File: src/rtl/wb_arbiter_pkg.sv
// Writeback shared definitions, also used by the register file.
//   WB_ADDR_WIDTH / WB_DATA_WIDTH : default register index / data widths
//   ZERO_REG                      : hardwired-zero register index; writes to it are dropped
//   wb_req                        : one writeback request {rd, data} at the default widths
package wb_arbiter_pkg;
  localparam int WB_ADDR_WIDTH = 5;
  localparam int WB_DATA_WIDTH = 32;
  localparam int ZERO_REG      = 0;

  typedef struct packed {
    logic [WB_ADDR_WIDTH-1:0] rd;
    logic [WB_DATA_WIDTH-1:0] data;
  } wb_req;
endpackage

File: src/rtl/wb_fifo.sv
// Synchronous FIFO for LSU writeback results.
//   clk, rst                 : clock, synchronous active-high reset (empties the FIFO)
//   i_push, i_push_rd/data   : enqueue one entry (caller guarantees not full)
//   i_pop                    : drop the head entry (caller guarantees not empty)
//   o_count                  : occupied entries, 0..DEPTH
//   o_head_rd/data           : head entry contents
//   o_ent_rd, o_ent_vld      : every slot's rd and whether it is occupied (hazard compare)
module wb_fifo
  import wb_arbiter_pkg::*;
#(
  parameter int AW    = WB_ADDR_WIDTH,
  parameter int DW    = WB_DATA_WIDTH,
  parameter int DEPTH = 4
) (
  input  logic                        clk,
  input  logic                        rst,
  input  logic                        i_push,
  input  logic [AW-1:0]               i_push_rd,
  input  logic [DW-1:0]               i_push_data,
  input  logic                        i_pop,
  output logic [$clog2(DEPTH):0]      o_count,
  output logic [AW-1:0]               o_head_rd,
  output logic [DW-1:0]               o_head_data,
  output logic [DEPTH-1:0][AW-1:0]    o_ent_rd,
  output logic [DEPTH-1:0]            o_ent_vld
);
  localparam int PW = $clog2(DEPTH);
  localparam int CW = PW + 1;

  logic [DEPTH-1:0][AW-1:0] r_rd;
  logic [DEPTH-1:0][DW-1:0] r_data;
  logic [PW-1:0]            r_wptr;
  logic [PW-1:0]            r_rptr;
  logic [CW-1:0]            r_count;

  // Payload needs no reset: occupancy is derived from pointers/count only.
  always_ff @(posedge clk) begin
    if (i_push) begin
      r_rd[r_wptr]   <= i_push_rd;
      r_data[r_wptr] <= i_push_data;
    end
  end

  always_ff @(posedge clk) begin
    if (rst) begin
      r_wptr  <= '0;
      r_rptr  <= '0;
      r_count <= '0;
    end else begin
      if (i_push) r_wptr <= r_wptr + 1'b1;
      if (i_pop)  r_rptr <= r_rptr + 1'b1;
      case ({i_push, i_pop})
        2'b10:   r_count <= r_count + 1'b1;
        2'b01:   r_count <= r_count - 1'b1;
        default: r_count <= r_count;
      endcase
    end
  end

  assign o_count     = r_count;
  assign o_head_rd   = r_rd[r_rptr];
  assign o_head_data = r_data[r_rptr];
  assign o_ent_rd    = r_rd;

  // A slot is occupied when its distance from the read pointer (mod DEPTH)
  // is below the count; stale slots outside that window are ignored.
  for (genvar g = 0; g < DEPTH; g++) begin : g_vld
    logic [PW-1:0] w_off;
    assign w_off        = PW'(g) - r_rptr;
    assign o_ent_vld[g] = ({1'b0, w_off} < r_count);
  end
endmodule

File: src/rtl/wb_arbiter.sv
// Writeback arbiter in front of the register file's single write port.
//   clk, rst                       : clock, synchronous active-high reset
//   alu_valid/alu_rd/alu_data      : single-cycle ALU result, never back-pressured
//   alu_stall                      : registered request to hold off ALU results
//   lsu_valid/lsu_ready/rd/data    : LSU result handshake into the buffer FIFO
//   rf_wen/rf_waddr/rf_wdata       : registered register-file write
//   q_addrN/q_pendingN             : combinational pending-write query for decode
// ALU results win; the FIFO head drains whenever the ALU does not write.
// A starve counter raises alu_stall when the FIFO head is blocked too long.
module wb_arbiter
  import wb_arbiter_pkg::*;
#(
  parameter int ADDR_WIDTH   = WB_ADDR_WIDTH,
  parameter int DATA_WIDTH   = WB_DATA_WIDTH,
  parameter int DEPTH        = 4,
  parameter int STARVE_LIMIT = 8
) (
  input  logic                  clk,
  input  logic                  rst,
  input  logic                  alu_valid,
  input  logic [ADDR_WIDTH-1:0] alu_rd,
  input  logic [DATA_WIDTH-1:0] alu_data,
  output logic                  alu_stall,
  input  logic                  lsu_valid,
  output logic                  lsu_ready,
  input  logic [ADDR_WIDTH-1:0] lsu_rd,
  input  logic [DATA_WIDTH-1:0] lsu_data,
  output logic                  rf_wen,
  output logic [ADDR_WIDTH-1:0] rf_waddr,
  output logic [DATA_WIDTH-1:0] rf_wdata,
  input  logic [ADDR_WIDTH-1:0] q_addr1,
  output logic                  q_pending1,
  input  logic [ADDR_WIDTH-1:0] q_addr2,
  output logic                  q_pending2
);
  localparam int CW = $clog2(DEPTH) + 1;
  localparam int SW = $clog2(STARVE_LIMIT + 1);
  localparam logic [ADDR_WIDTH-1:0] RD_ZERO = ADDR_WIDTH'(ZERO_REG);

  logic [CW-1:0]                    w_count;
  logic [ADDR_WIDTH-1:0]            w_head_rd;
  logic [DATA_WIDTH-1:0]            w_head_data;
  logic [DEPTH-1:0][ADDR_WIDTH-1:0] w_ent_rd;
  logic [DEPTH-1:0]                 w_ent_vld;
  logic                             w_nempty;
  logic                             w_alu_win;
  logic                             w_pop;
  logic                             w_push;
  logic                             w_hit1;
  logic                             w_hit2;

  logic                  r_wen;
  logic [ADDR_WIDTH-1:0] r_waddr;
  logic [DATA_WIDTH-1:0] r_wdata;
  logic                  r_stall;
  logic [SW-1:0]         r_starve;

  assign w_nempty  = (w_count != '0);
  assign lsu_ready = (w_count < CW'(DEPTH));
  // Writes to the zero register are dropped, so they neither win nor block.
  assign w_alu_win = alu_valid && (alu_rd != RD_ZERO);
  assign w_pop     = !w_alu_win && w_nempty;
  // An rd=0 LSU result completes the handshake but is not buffered.
  assign w_push    = lsu_valid && lsu_ready && (lsu_rd != RD_ZERO);

  wb_fifo #(
    .AW    (ADDR_WIDTH),
    .DW    (DATA_WIDTH),
    .DEPTH (DEPTH)
  ) u_fifo (
    .clk         (clk),
    .rst         (rst),
    .i_push      (w_push),
    .i_push_rd   (lsu_rd),
    .i_push_data (lsu_data),
    .i_pop       (w_pop),
    .o_count     (w_count),
    .o_head_rd   (w_head_rd),
    .o_head_data (w_head_data),
    .o_ent_rd    (w_ent_rd),
    .o_ent_vld   (w_ent_vld)
  );

  always_ff @(posedge clk) begin
    if (rst) begin
      r_wen    <= 1'b0;
      r_waddr  <= '0;
      r_wdata  <= '0;
      r_stall  <= 1'b0;
      r_starve <= '0;
    end else begin
      if (w_alu_win) begin
        r_wen   <= 1'b1;
        r_waddr <= alu_rd;
        r_wdata <= alu_data;
      end else if (w_pop) begin
        r_wen   <= 1'b1;
        r_waddr <= w_head_rd;
        r_wdata <= w_head_data;
      end else begin
        r_wen   <= 1'b0;
      end

      // Counter only moves while the head is blocked by the ALU; it stays
      // saturated if the ALU keeps writing through an asserted stall.
      if (w_pop || !w_nempty)
        r_starve <= '0;
      else if (w_alu_win && (r_starve != SW'(STARVE_LIMIT)))
        r_starve <= r_starve + 1'b1;

      r_stall <= (r_starve == SW'(STARVE_LIMIT)) && !w_pop;
    end
  end

  assign rf_wen    = r_wen;
  assign rf_waddr  = r_waddr;
  assign rf_wdata  = r_wdata;
  assign alu_stall = r_stall;

  // Pending = buffered in an occupied slot, or being written by rf_* right now.
  always_comb begin
    w_hit1 = r_wen && (r_waddr == q_addr1);
    w_hit2 = r_wen && (r_waddr == q_addr2);
    for (int i = 0; i < DEPTH; i++) begin
      if (w_ent_vld[i] && (w_ent_rd[i] == q_addr1)) w_hit1 = 1'b1;
      if (w_ent_vld[i] && (w_ent_rd[i] == q_addr2)) w_hit2 = 1'b1;
    end
  end

  assign q_pending1 = (q_addr1 != RD_ZERO) && w_hit1;
  assign q_pending2 = (q_addr2 != RD_ZERO) && w_hit2;
endmodule

File: config.mk
export PLATFORM = sky130hd
export DESIGN_NAME = wb_arbiter
export DESIGN_NICKNAME = d
export VERILOG_FILES = /design/src/rtl/wb_arbiter_pkg.sv /design/src/rtl/wb_fifo.sv /design/src/rtl/wb_arbiter.sv
export SDC_FILE = /design/constraint.sdc
export NUM_CORES = 1
export LEC_CHECK = 0
export BUFFER_PORTS_ARGS = -buffer_cell sky130_fd_sc_hd__buf_2
export CORE_ASPECT_RATIO = 1.2
export CORE_MARGIN = 10
export CORE_UTILIZATION = 60
export DETAILED_ROUTE_END_ITERATION = 8
export PLACE_DENSITY = 0.95
export SLEW_MARGIN = 20
export SYNTH_ARGS = -nofsm -noshare
export SYNTH_HDL_FRONTEND = slang
export SYNTH_SLANG_ARGS = --single-unit
File: constraint.sdc
create_clock -name clk -period 5.2 [get_ports clk]
set_input_delay 1.04 -clock clk [delete_from_list [all_inputs] [get_ports clk]]
set_output_delay 1.04 -clock clk [all_outputs]
set_load 0.01 [all_outputs]
* Word level (Yosys, flattened, before mapping)
Index checks and enable logic that the tools add are counted.
Storage, ports and cells: register bits after elaboration 198, input port bits 88, output and inout bits 42, logic and storage cells 103
Operators by class: add/sub/neg operators 9, order comparisons 8, eq/ne operators 14, multiplexer cells 25, reduce and logical (&&, ||, !) cells 31
Operator list (count):
- bitwise mux 128 bit | 1
- two-way mux 32 bit | 4
- binary-select mux 32 bit (select 2 bit) | 1
- demux 32 bit (select 2 bit) | 1
- == test 5 bit | 10
- bitwise mux 20 bit | 1
- two-way mux 5 bit | 4
- nonzero test 5 bit | 4
- logical AND 1 bit | 19
- < comparator 2 x 3 -> 1 bit | 4
- binary-select mux 5 bit (select 2 bit) | 1
- demux 5 bit (select 2 bit) | 1
- two-way mux 1 bit | 10
- < comparator 2 x 3 -> 1 bit, second input constant | 2
- one-hot mux 3 bit (2 select lines) | 1
- adder 2 x 1 -> 2 bit, second input constant | 2
- adder 4 x 1 -> 4 bit, second input constant | 1
- == test 4 bit, second input constant | 1
- inequality test 4 bit, second input constant | 1
- nonzero test 2 bit | 2
- subtractor 1 x 2 -> 2 bit, first input constant | 2
- subtractor 2 bit, first input constant | 2
- adder 3 x 1 -> 3 bit, second input constant | 1
- zero test 1 bit | 3
- other kinds (8) | 8

* Longest topological paths before layout
Gate-level depths: netlist (run 1).
depth after elaboration 8, mapped depth 10

* Modules after synthesis
A second synthesis (run 1) with hierarchy kept.
Unflattened totals: cells, all modules 537, area total of the unflattened synthesis 8603.3 um2
By module, submodules not included:
- wb_fifo | instances 1, cells each 252, area each 5888.1 um2
- wb_arbiter | instances 1, cells each 285, area each 2715.1 um2

* Worst setup path after synthesis (run 1)
Ideal clock, no wire load.
path kind in2reg, from input alu_rd[1], to register u_fifo.r_count[2], in the netlist u_fifo.o_count[2], library setup time 71 ps, data arrival time 3123 ps, data required time 5129 ps, slack 2006 ps, stages on the path 9, path through or4_1 o21ai_2 nor2b_2 ha_1 inv_1 fa_1 xor2_1 or3_1 a21oi_1
On the way: word-level cells in the longest chain between the ends 6, elaborated cells between the ends (all ways) 8, those cells by class eq/ne: 2; mux: 1; reduce/logical: 5
Ends and longest elaborated chain:
- start, declared | RTL line wb_arbiter.sv:21 | input logic [ADDR_WIDTH-1:0] alu_rd,
- nonzero test 5 bit (*) | RTL line wb_arbiter.sv:61 | assign w_alu_win = alu_valid && (alu_rd != RD_ZERO);
- logical AND 1 bit (*) | RTL line wb_arbiter.sv:61
- zero test 1 bit (*) | RTL line wb_arbiter.sv:62 | assign w_pop = !w_alu_win && w_nempty;
- logical AND 1 bit (*) | RTL line wb_arbiter.sv:62
- == test 2 x 1 -> 1 bit or == test 2 bit (tied branches) | RTL line wb_fifo.sv:52 | case ({i_push, i_pop})
- one-hot mux 3 bit (2 select lines) or nonzero test 2 bit (tied branches)
- end signal, assigned | RTL line wb_fifo.sv:53 | 2'b10: r_count <= r_count + 1'b1;
- end signal, assigned | RTL line wb_fifo.sv:54 | 2'b01: r_count <= r_count - 1'b1;
- end signal, assigned | RTL line wb_fifo.sv:55 | default: r_count <= r_count;
- end, declared | RTL line wb_fifo.sv:34 | logic [CW-1:0] r_count;
Mark *: on every way between the ends. The rest lies on a longest branch, timed or not. A chain may end at the register's enable or synchronous reset.

* Worst setup path in the final report (run 1)
from register u_fifo.r_rptr[1], to output q_pending1
On the way: word-level cells in the longest chain between the ends 8, elaborated cells between the ends (all ways) 17, those cells by class add/sub: 4; order compare: 4; mux: 4; reduce/logical: 5
Ends and longest elaborated chain:
- start, declared | RTL line wb_fifo.sv:33 | logic [PW-1:0] r_rptr;
- start signal, assigned | RTL line wb_fifo.sv:51 | if (i_pop) r_rptr <= r_rptr + 1'b1;
- subtractor 1 x 2 -> 2 bit | RTL line wb_fifo.sv:69 | assign w_off = PW'(g) - r_rptr;
- < comparator 2 x 3 -> 1 bit | RTL line wb_fifo.sv:70 | assign o_ent_vld[g] = ({1'b0, w_off} < r_count);
- logical AND 1 bit | RTL line wb_arbiter.sv:125 | if (w_ent_vld[i] && (w_ent_rd[i] == q_addr1)) w_hit1 = 1'b1;
- two-way mux 1 bit (3 in a row) | RTL line wb_arbiter.sv:125
- two-way mux 1 bit (*) | RTL line wb_arbiter.sv:125
- logical AND 1 bit (*) | RTL line wb_arbiter.sv:130 | assign q_pending1 = (q_addr1 != RD_ZERO) && w_hit1;
- end, declared | RTL line wb_arbiter.sv:32 | output logic q_pending1,
Marked as above.

==> reports/results.tsv, run 1 <==
metric	value	unit
ctsHoldBuffers	0	
synth_area	8550	µm²
core	13900	µm²
finalHoldViolations	0	
cts_resized	0	
wl_per_cell	23.6	µm
wirelength	19.9	mm
maxCapViolations	0	
hold_start	r_starve[3]$_SDFFE_PP0P_	
crit_type	register to output port	
crit_slowest_cell	buf_4	
tns	0	ps
crit_fanout	39	
drive_gt1_frac	0.360	
setup_violations	0	
insertion_delay	430	ps
grt_pass1_wl	31.5	mm
hold_end	r_starve[3]$_SDFFE_PP0P_	
synth.area.top_cells	edfxtp_1 52%, dfxtp_1 12%, mux4_2 9.7%	
syn_inst	537	
overflow	0	
cts_buffer_depth	2	
seq_area	5450	µm²
syn-mean-instance-area	15.9	µm²
path_cells	buf_4 > xnor2_1 > inv_1 > ha_1 > a21oi_1 > o211ai_1 > nand4_1 > o22a_1 > buf_2	
dr_total_vias	5145	
fin_crit_sh	0.697	
min_period	3620	ps
worst_hold_slack	537	ps
grt_usage	0.214	
critical-path-max-stage-delay	500	ps
cts_tree	yes	
yosysUniqueCellTypes	37	
arrival	2580	ps
min_path_type	register to register	
die_h	151	µm
fin_skew	6.74	ps
r2r-end	rf_waddr[3]$_SDFFE_PP0P_	
dieWidth	129	µm
r2r-start	u_fifo.r_rptr[0]$_SDFFE_PP0N_	
h-tree-depth	4	
p_per_area	467	nW/µm²
std_cell_rows	47	
cts.clk_slew.worst_paths	70	ps
dieArea	19400	µm²
final_common_cell	edfxtp_1	
outcome	completed	
dp_hpwl	12.7	mm
end_kind	output port	
portBuffers	129	
yosys.area.top_type	edfxtp_1	
holdPathStages	2	
finalNetCount	753	
maxSlewViolCount	0	
required	4160	ps
drtIter0Drc	348	
startpoint	u_fifo.r_rptr[1]$_SDFFE_PP0N_	
ant_nets	0	
synth_top_area_frac	0.520	
grt_pass1_vias	5661	
rsz0062_at_grt	false	
irDropWorstVdd	0.276	mV
synth_seq_cells	198	
tightest_slew	1060	ps
clkSinkCount	198	
first_pass_iters	4	
antenna_found_initial	3	
post-cts-setup-buffers	0	
reg2regPathDepth	5	
post-route-drc-count	0	
gp_congestion	0.894	
cts_made_buffers	17	
yosysWarnings	0	
cts-root-buf	clkbuf_16	
final_cell_mix	148 x edfxtp_1, 129 x buf_2, 53 x nor2_1	
relSlewSlack	0.290	
start_kind	register	
io_pins	130	
p_leak	3.65	nW
max_freq	276	MHz
yosysSeqAreaShare	0.637	
fill_cells	870	
multi_input_area	2880	µm²
grt_max_degree	76	
synth_nets	637	
syn2layout_area_growth	14.8	%
initial_core_util	0.616	
final_util	0.707	
rrSetupSlack	2620	ps
vias_per_cell	6.13	
## final cells by class
cell class / count / area share
clock inverter: 13 / 0.0111
multi-input combinational: 291 / 0.294
sequential: 198 / 0.555
tap: 171 / 0.0218
antenna: 3 / 0.000765
timing repair buffer: 134 / 0.0696
clock buffer: 19 / 0.0441
inverter: 11 / 0.00421
## cell families after synthesis
logic type                 share of synthesized area
adders and majority gates                     0.0184
and+or+nand+nor                               0.0490
xor gates and xnor gates                      0.0594
muxes                                          0.144
DFF                                            0.637
buffers and inverters                         0.0281
AOI/OAI and AO/OA                             0.0645
## cell usage after synthesis, drive strengths merged
library cell  instances
xor2                 43
o311a                 1
xnor2                15
mux2                  3
a21oi                 7
nor2                 53
mux4                 37
dfxtp                50
edfxtp              148
nor3                  8
nand3                 5
a211oi               35
and2                  4
a21boi                1
inv                  11
a22oi                 2
nor4                  4
mux2i                36
fa                    1
nand2                 1
ha                   11
o21ai                 4
nand2b                1
or4                   3
o211ai                4
or3                   3
buf                  18
clkbuf               19
nor2b                 1
nand3b                2
nand4                 4
o22a                  2
## flip-flops by register name (all words and copies together) (netlist names)
signal and count:
u_fifo.r_wptr 2, rf_wen 1, u_fifo.o_ent_rd 20, r_starve 4, alu_stall 1, u_fifo.o_count 3, rf_waddr 5, u_fifo.r_rptr 2
u_fifo.r_data 128, rf_wdata 32
## worst max-delay path: cells and delay by family, from the launching register on
kind	cells	cell delay, ps
buffers and inverters	3	710
AO/OA/AOI/OAI	3	470
flip-flops	1	330
adder cells (fa/ha/maj)	1	280
XOR/XNOR	1	220
AND/OR/NAND/NOR	1	120
## power breakdown
| part | internal [mW] | total (mW) | leakage, nW | switching, mW |
|---|---|---|---|---|
| clock | 0.657 | 1.22 | 0.256 | 0.558 |
| combinational | 0.605 | 1.29 | 1.62 | 0.681 |
| sequential | 1.93 | 2.09 | 1.77 | 0.156 |
| total | 3.19 | 4.59 | 3.65 | 1.40 |
## metal layers
metal  up-vias  share of wire  track usage
li1       2280              -            -
met1      2565           0.37        0.238
met2       227           0.52        0.365
met3        73          0.060       0.0489
met4         0          0.049        0.136
met5         -              0            0
## metrics by stage
step	instance area (µm²)	setup WS [ps]	instances	power [mW]
floorplan	8550	2010	537	3.03
global placement	9270	1810	805	3.33
detailed placement	9270	1740	805	3.40
CTS	9810	1590	837	4.62
global route	9820	1440	839	4.79
finish	9820	1580	840	4.59
## worst max path at each step
| stage | end | cells past startpoint |
|---|---|---|
| 6_report | q_pending1 | 9 |
| 5_1_grt | q_pending1 | 6 |
| 4_1_cts | q_pending1 | 9 |
| 3_5_place_dp | u_fifo.o_count[2]$_SDFFE_PP0P_ | 10 |
| 3_3_place_gp | u_fifo.o_count[2]$_SDFFE_PP0P_ | 10 |
| 2_1_floorplan | u_fifo.o_count[2]$_SDFFE_PP0P_ | 9 |
Note: power is estimated with default switching activity, not from simulation.
==> run 2, diff against run 1 <==
CORE_UTILIZATION = 51   (was 60)
PLACE_DENSITY = 0.87   (was 0.95)
clock period = 3.01 ns   (was 5.2 ns; I/O delays follow)
==> reports/results.tsv, run 2 (same netlist as run 1, synthesis figures left out) <==
metric	value	unit
io_pins	130	
setup_slack	210	ps
std_cell_rows	51	
irDropWorstVdd	0.551	mV
dp.cells	849	
maxCapViolations	0	
wirelength	19.4	mm
relSlewSlack	0.287	
post-route-drc-count	0	
finalNetCount	756	
wl_met3	1.03	mm
drive_gt1_frac	0.371	
min_path_type	input pin to register	
overflow	0	
fin_area	9990	µm²
arrival	2200	ps
dp_hpwl	13.0	mm
maxSlewViolCount	0	
rsz0062_at_grt	false	
dr_total_vias	4979	
die_h	162	µm
finalHoldViolations	0	
dr_wl_met2	10.4	mm
start_kind	register	
finalNonFillerCells	885	
clkSinkCount	198	
p_per_area	826	nW/µm²
required	2410	ps
max_freq	357	MHz
syn2layout_area_growth	16.9	%
grt_usage	0.171	
cts_buffer_depth	2	
final_util	0.612	
holdPathStages	1	
hold_end	u_fifo.r_data[103]$_DFFE_PP_	
setup_violations	0	
path_cells	inv_1 > ha_1 > a21oi_1 > o21ai_2 > nand3_1 > nor4_1 > o22a_1 > buf_2	
crit_type	register to output port	
p_leak	3.71	nW
gp_congestion	0.878	
grt_max_degree	76	
grt_pass1_vias	5473	
dpl_cell_area	9340	µm²
fin_skew	10.1	ps
cts_made_buffers	17	
h-tree-depth	4	
final_common_cell	edfxtp_1	
cts-root-buf	clkbuf_16	
outcome	completed	
cts.clk_slew.worst_paths	80	ps
worst_hold_slack	390	ps
ant_nets	0	
core	16300	µm²
drtIter0Drc	253	
r2r-start	u_fifo.o_count[2]$_SDFFE_PP0P_	
wl_per_cell	21.9	µm
tns	0	ps
critical-path-max-stage-delay	400	ps
crit_slowest_cell	dfxtp_1	
first_pass_iters	6	
reg2regPathDepth	9	
ctsHoldBuffers	0	
hold_start	lsu_data[7]	
cts_tree	yes	
vias_per_cell	5.63	
final_cell_mix	148 x edfxtp_1, 129 x buf_2, 53 x nor2_1	
insertion_delay	430	ps
m1WireLength	7.40	mm
antenna_found_initial	5	
tightest_slew	1070	ps
dieWidth	138	µm
fin_crit_sh	0.930	
top_layer_used	met5	
end_kind	output port	
portBuffers	129	
min_period	2800	ps
pre_cts_slack	83.7	ps
regMostFlops	u_fifo.r_data	
design_power_total	8.25	mW
dieArea	22400	µm²
largest_reg_flops	128	
crit_fanout	5	
grt_pass1_wl	30.0	mm
rrSetupSlack	770	ps
initial_core_util	0.523	
r2r-end	u_fifo.o_count[2]$_SDFFE_PP0P_	
==> run 2: cell types whose count changed in the layout (fill, tap and decap cells not counted), sizes merged <==
cell	change
clkinv	-4
buf	+3
bufinv	+3
inv	+3
clkinvlp	-2
diode	+1
==> run 2: final cells by class <==
| cell class | count | area [µm²] |
|---|---|---|
| antenna | 4 | 10.0 |
| clock buffer | 19 | 433 |
| clock inverter | 13 | 195 |
| fill | 1244 | 6340 |
| inverter | 11 | 41.3 |
| multi-input combinational | 291 | 2890 |
| sequential | 198 | 5450 |
| tap | 212 | 265 |
| timing repair buffer | 137 | 706 |
==> run 2: report_power, final <==
part / switching, mW / internal, mW
clock: 1.00 / 1.41
sequential: 0.194 / 3.33
combinational: 1.24 / 1.07
==> run 2: worst max-delay path: cells and delay by family, from the launching register on <==
| kind | cells | cell delay, ps |
|---|---|---|
| and+or+nand+nor | 2 | 310 |
| DFF | 1 | 400 |
| AOI/OAI and AO/OA | 3 | 450 |
| adders and majority gates | 1 | 330 |
| buffers and inverters | 2 | 290 |
==> run 2: worst max path at each step <==
stage | cells past startpoint | from | end | slack [ps]
floorplan | 9 | alu_rd[1] | u_fifo.o_count[2]$_SDFFE_PP0P_ | 250
global placement | 10 | alu_rd[1] | u_fifo.o_count[2]$_SDFFE_PP0P_ | 140
detailed placement | 10 | alu_rd[1] | u_fifo.o_count[2]$_SDFFE_PP0P_ | 80
CTS | 8 | u_fifo.o_count[1]$_SDFFE_PP0P_ | q_pending1 | 80
global route | 8 | u_fifo.o_count[1]$_SDFFE_PP0P_ | q_pending2 | 50
finish | 8 | u_fifo.o_count[1]$_SDFFE_PP0P_ | q_pending1 | 210
==> run 2: timing repair <==
action,CTS,global route
gates resized for setup,1,3
buffers inserted,0,0
hold endpoints to repair,0,0
endpoints found under the setup margin,2,2
==> run 2: layer usage <==
metal / track usage / vias to the layer above
li1: - / 2284
met1: 0.185 / 2502
met2: 0.304 / 156
met3: 0.0432 / 35
met4: 0.0869 / 2
met5: 0 / -
==> run 3, diff against run 2 <==
CORE_UTILIZATION = 57   (was 51)
CTS_CLUSTER_DIAMETER = 40   (was default)
PLACE_DENSITY = 0.91   (was 0.87)
clock period = 3.1 ns   (was 3.01 ns; I/O delays follow)
==> reports/results.tsv, run 3 (same netlist as run 1, synthesis figures left out) <==
metric	value	unit
outcome	completed	
cts_buffer_depth	2	
drtIter0Drc	437	
worst_path_dominant_cell_family	compound AO/OA/AOI/OAI gates	
initial_core_util	0.576	
holdPathStages	1	
vias_per_cell	5.76	
crit_fanout	5	
dieWidth	132	µm
fin_crit_sh	0.951	
max_freq	339	MHz
irDropWorstVdd	0.626	mV
dp.cells	842	
reg2regPathDepth	9	
rsz0062_at_grt	false	
crit_type	register to output port	
finalNetCount	757	
cts_made_buffers	17	
design_power_total	7.71	mW
r2r-start	u_fifo.o_count[2]$_SDFFE_PP0P_	
insertion_delay	420	ps
rrSetupSlack	720	ps
arrival	2330	ps
overflow	0	
worstSetupPathDepth	8	
crit_slowest_cell	dfxtp_1	
fin_area	9900	µm²
tns	0	ps
h-tree-depth	4	
p_per_area	778	nW/µm²
core	14800	µm²
min_path_type	input pin to register	
ctsHoldBuffers	0	
path_cells	inv_1 > ha_1 > a21oi_1 > o21ai_1 > nand3_1 > nor4_1 > o22a_1 > buf_2	
portBuffers	129	
maxSlewViolCount	0	
end_kind	output port	
fin_skew	9.37	ps
setup_violations	0	
std_cell_rows	49	
syn2layout_area_growth	15.8	%
drive_gt1_frac	0.367	
min_period	2950	ps
maxCapViolations	0	
wirelength	18.8	mm
relSlewSlack	0.280	
worst_hold_slack	411	ps
critical-path-max-stage-delay	410	ps
dieArea	20300	µm²
dpl_cell_area	9340	µm²
pre_cts_slack	92.7	ps
grt_pass1_vias	5561	
start_kind	register	
cts-root-buf	clkbuf_16	
regMostFlops	u_fifo.r_data	
p_leak	3.68	nW
wl_per_cell	21.4	µm
cts_tree	yes	
cts.clk_slew.worst_paths	70	ps
first_pass_iters	5	
clkSinkCount	198	
dr_total_vias	5048	
finalHoldViolations	0	
hold_end	u_fifo.r_data[24]$_DFFE_PP_	
r2r-end	u_fifo.o_count[2]$_SDFFE_PP0P_	
io_pins	130	
final_cell_mix	148 x edfxtp_1, 129 x buf_2, 53 x nor2_1	
critPathBufInv	2	
grt_usage	0.186	
setup_slack	151	ps
ant_nets	0	
gp_congestion	1.02	
fill_cells	1023	
hold_start	lsu_data[24]	
tightest_slew	1080	ps
final_util	0.667	
die_h	154	µm
antenna_found_initial	4	
post-route-drc-count	0	
final_common_cell	edfxtp_1	
required	2480	ps
grt_pass1_wl	29.5	mm
finalNonFillerCells	877	
largest_reg_flops	128	
grt_max_degree	76	
dp_hpwl	12.8	mm
-- run 3: cell types whose count changed in the layout (fill, tap and decap cells not counted), sizes merged --
cell	previous run	this run
buf	137	138
bufinv	4	1
clkinv	3	5
clkinvlp	1	2
diode	4	3
-- run 3: power by group --
part	leakage, nW	internal [mW]	switching (mW)	total, mW
Clock	0.268	1.12	0.942	2.06
Combinational	1.64	1.03	1.19	2.22
Sequential	1.77	3.24	0.191	3.43
-- run 3: worst max path at each step --
stage,startpoint,endpoint,slack (ps)
2_1_floorplan,alu_rd[1],u_fifo.o_count[2]$_SDFFE_PP0P_,330
3_3_place_gp,lsu_rd[4],u_fifo.o_count[2]$_SDFFE_PP0P_,200
3_5_place_dp,lsu_rd[4],u_fifo.o_count[2]$_SDFFE_PP0P_,90
4_1_cts,u_fifo.o_count[1]$_SDFFE_PP0P_,q_pending1,50
5_1_grt,u_fifo.o_count[1]$_SDFFE_PP0P_,q_pending1,30
6_report,u_fifo.o_count[1]$_SDFFE_PP0P_,q_pending1,150
-- run 3: layout make-up --
class | count | area, µm² | area share
Tap cell | 204 | 255 | 0.0258
Multi-Input combinational cell | 291 | 2880 | 0.291
Sequential cell | 198 | 5450 | 0.550
Clock buffer | 19 | 433 | 0.0437
Inverter | 11 | 41.3 | 0.00417
Clock inverter | 13 | 123 | 0.0124
Timing Repair Buffer | 138 | 713 | 0.0720
Antenna cell | 3 | 7.51 | 0.000758
-- run 3: routing by layer --
layer,share of wire,GRT usage,vias up
met5,0.00069,0,-
met4,0.033,0.105,2
met3,0.052,0.0479,47
met1,0.37,0.196,2521
li1,-,-,2282
met2,0.55,0.331,196
-- run 3: repair_timing --
action                     CTS  global route
resized for setup            0             1
buffers inserted             0             0
setup endpoints to repair    0             2
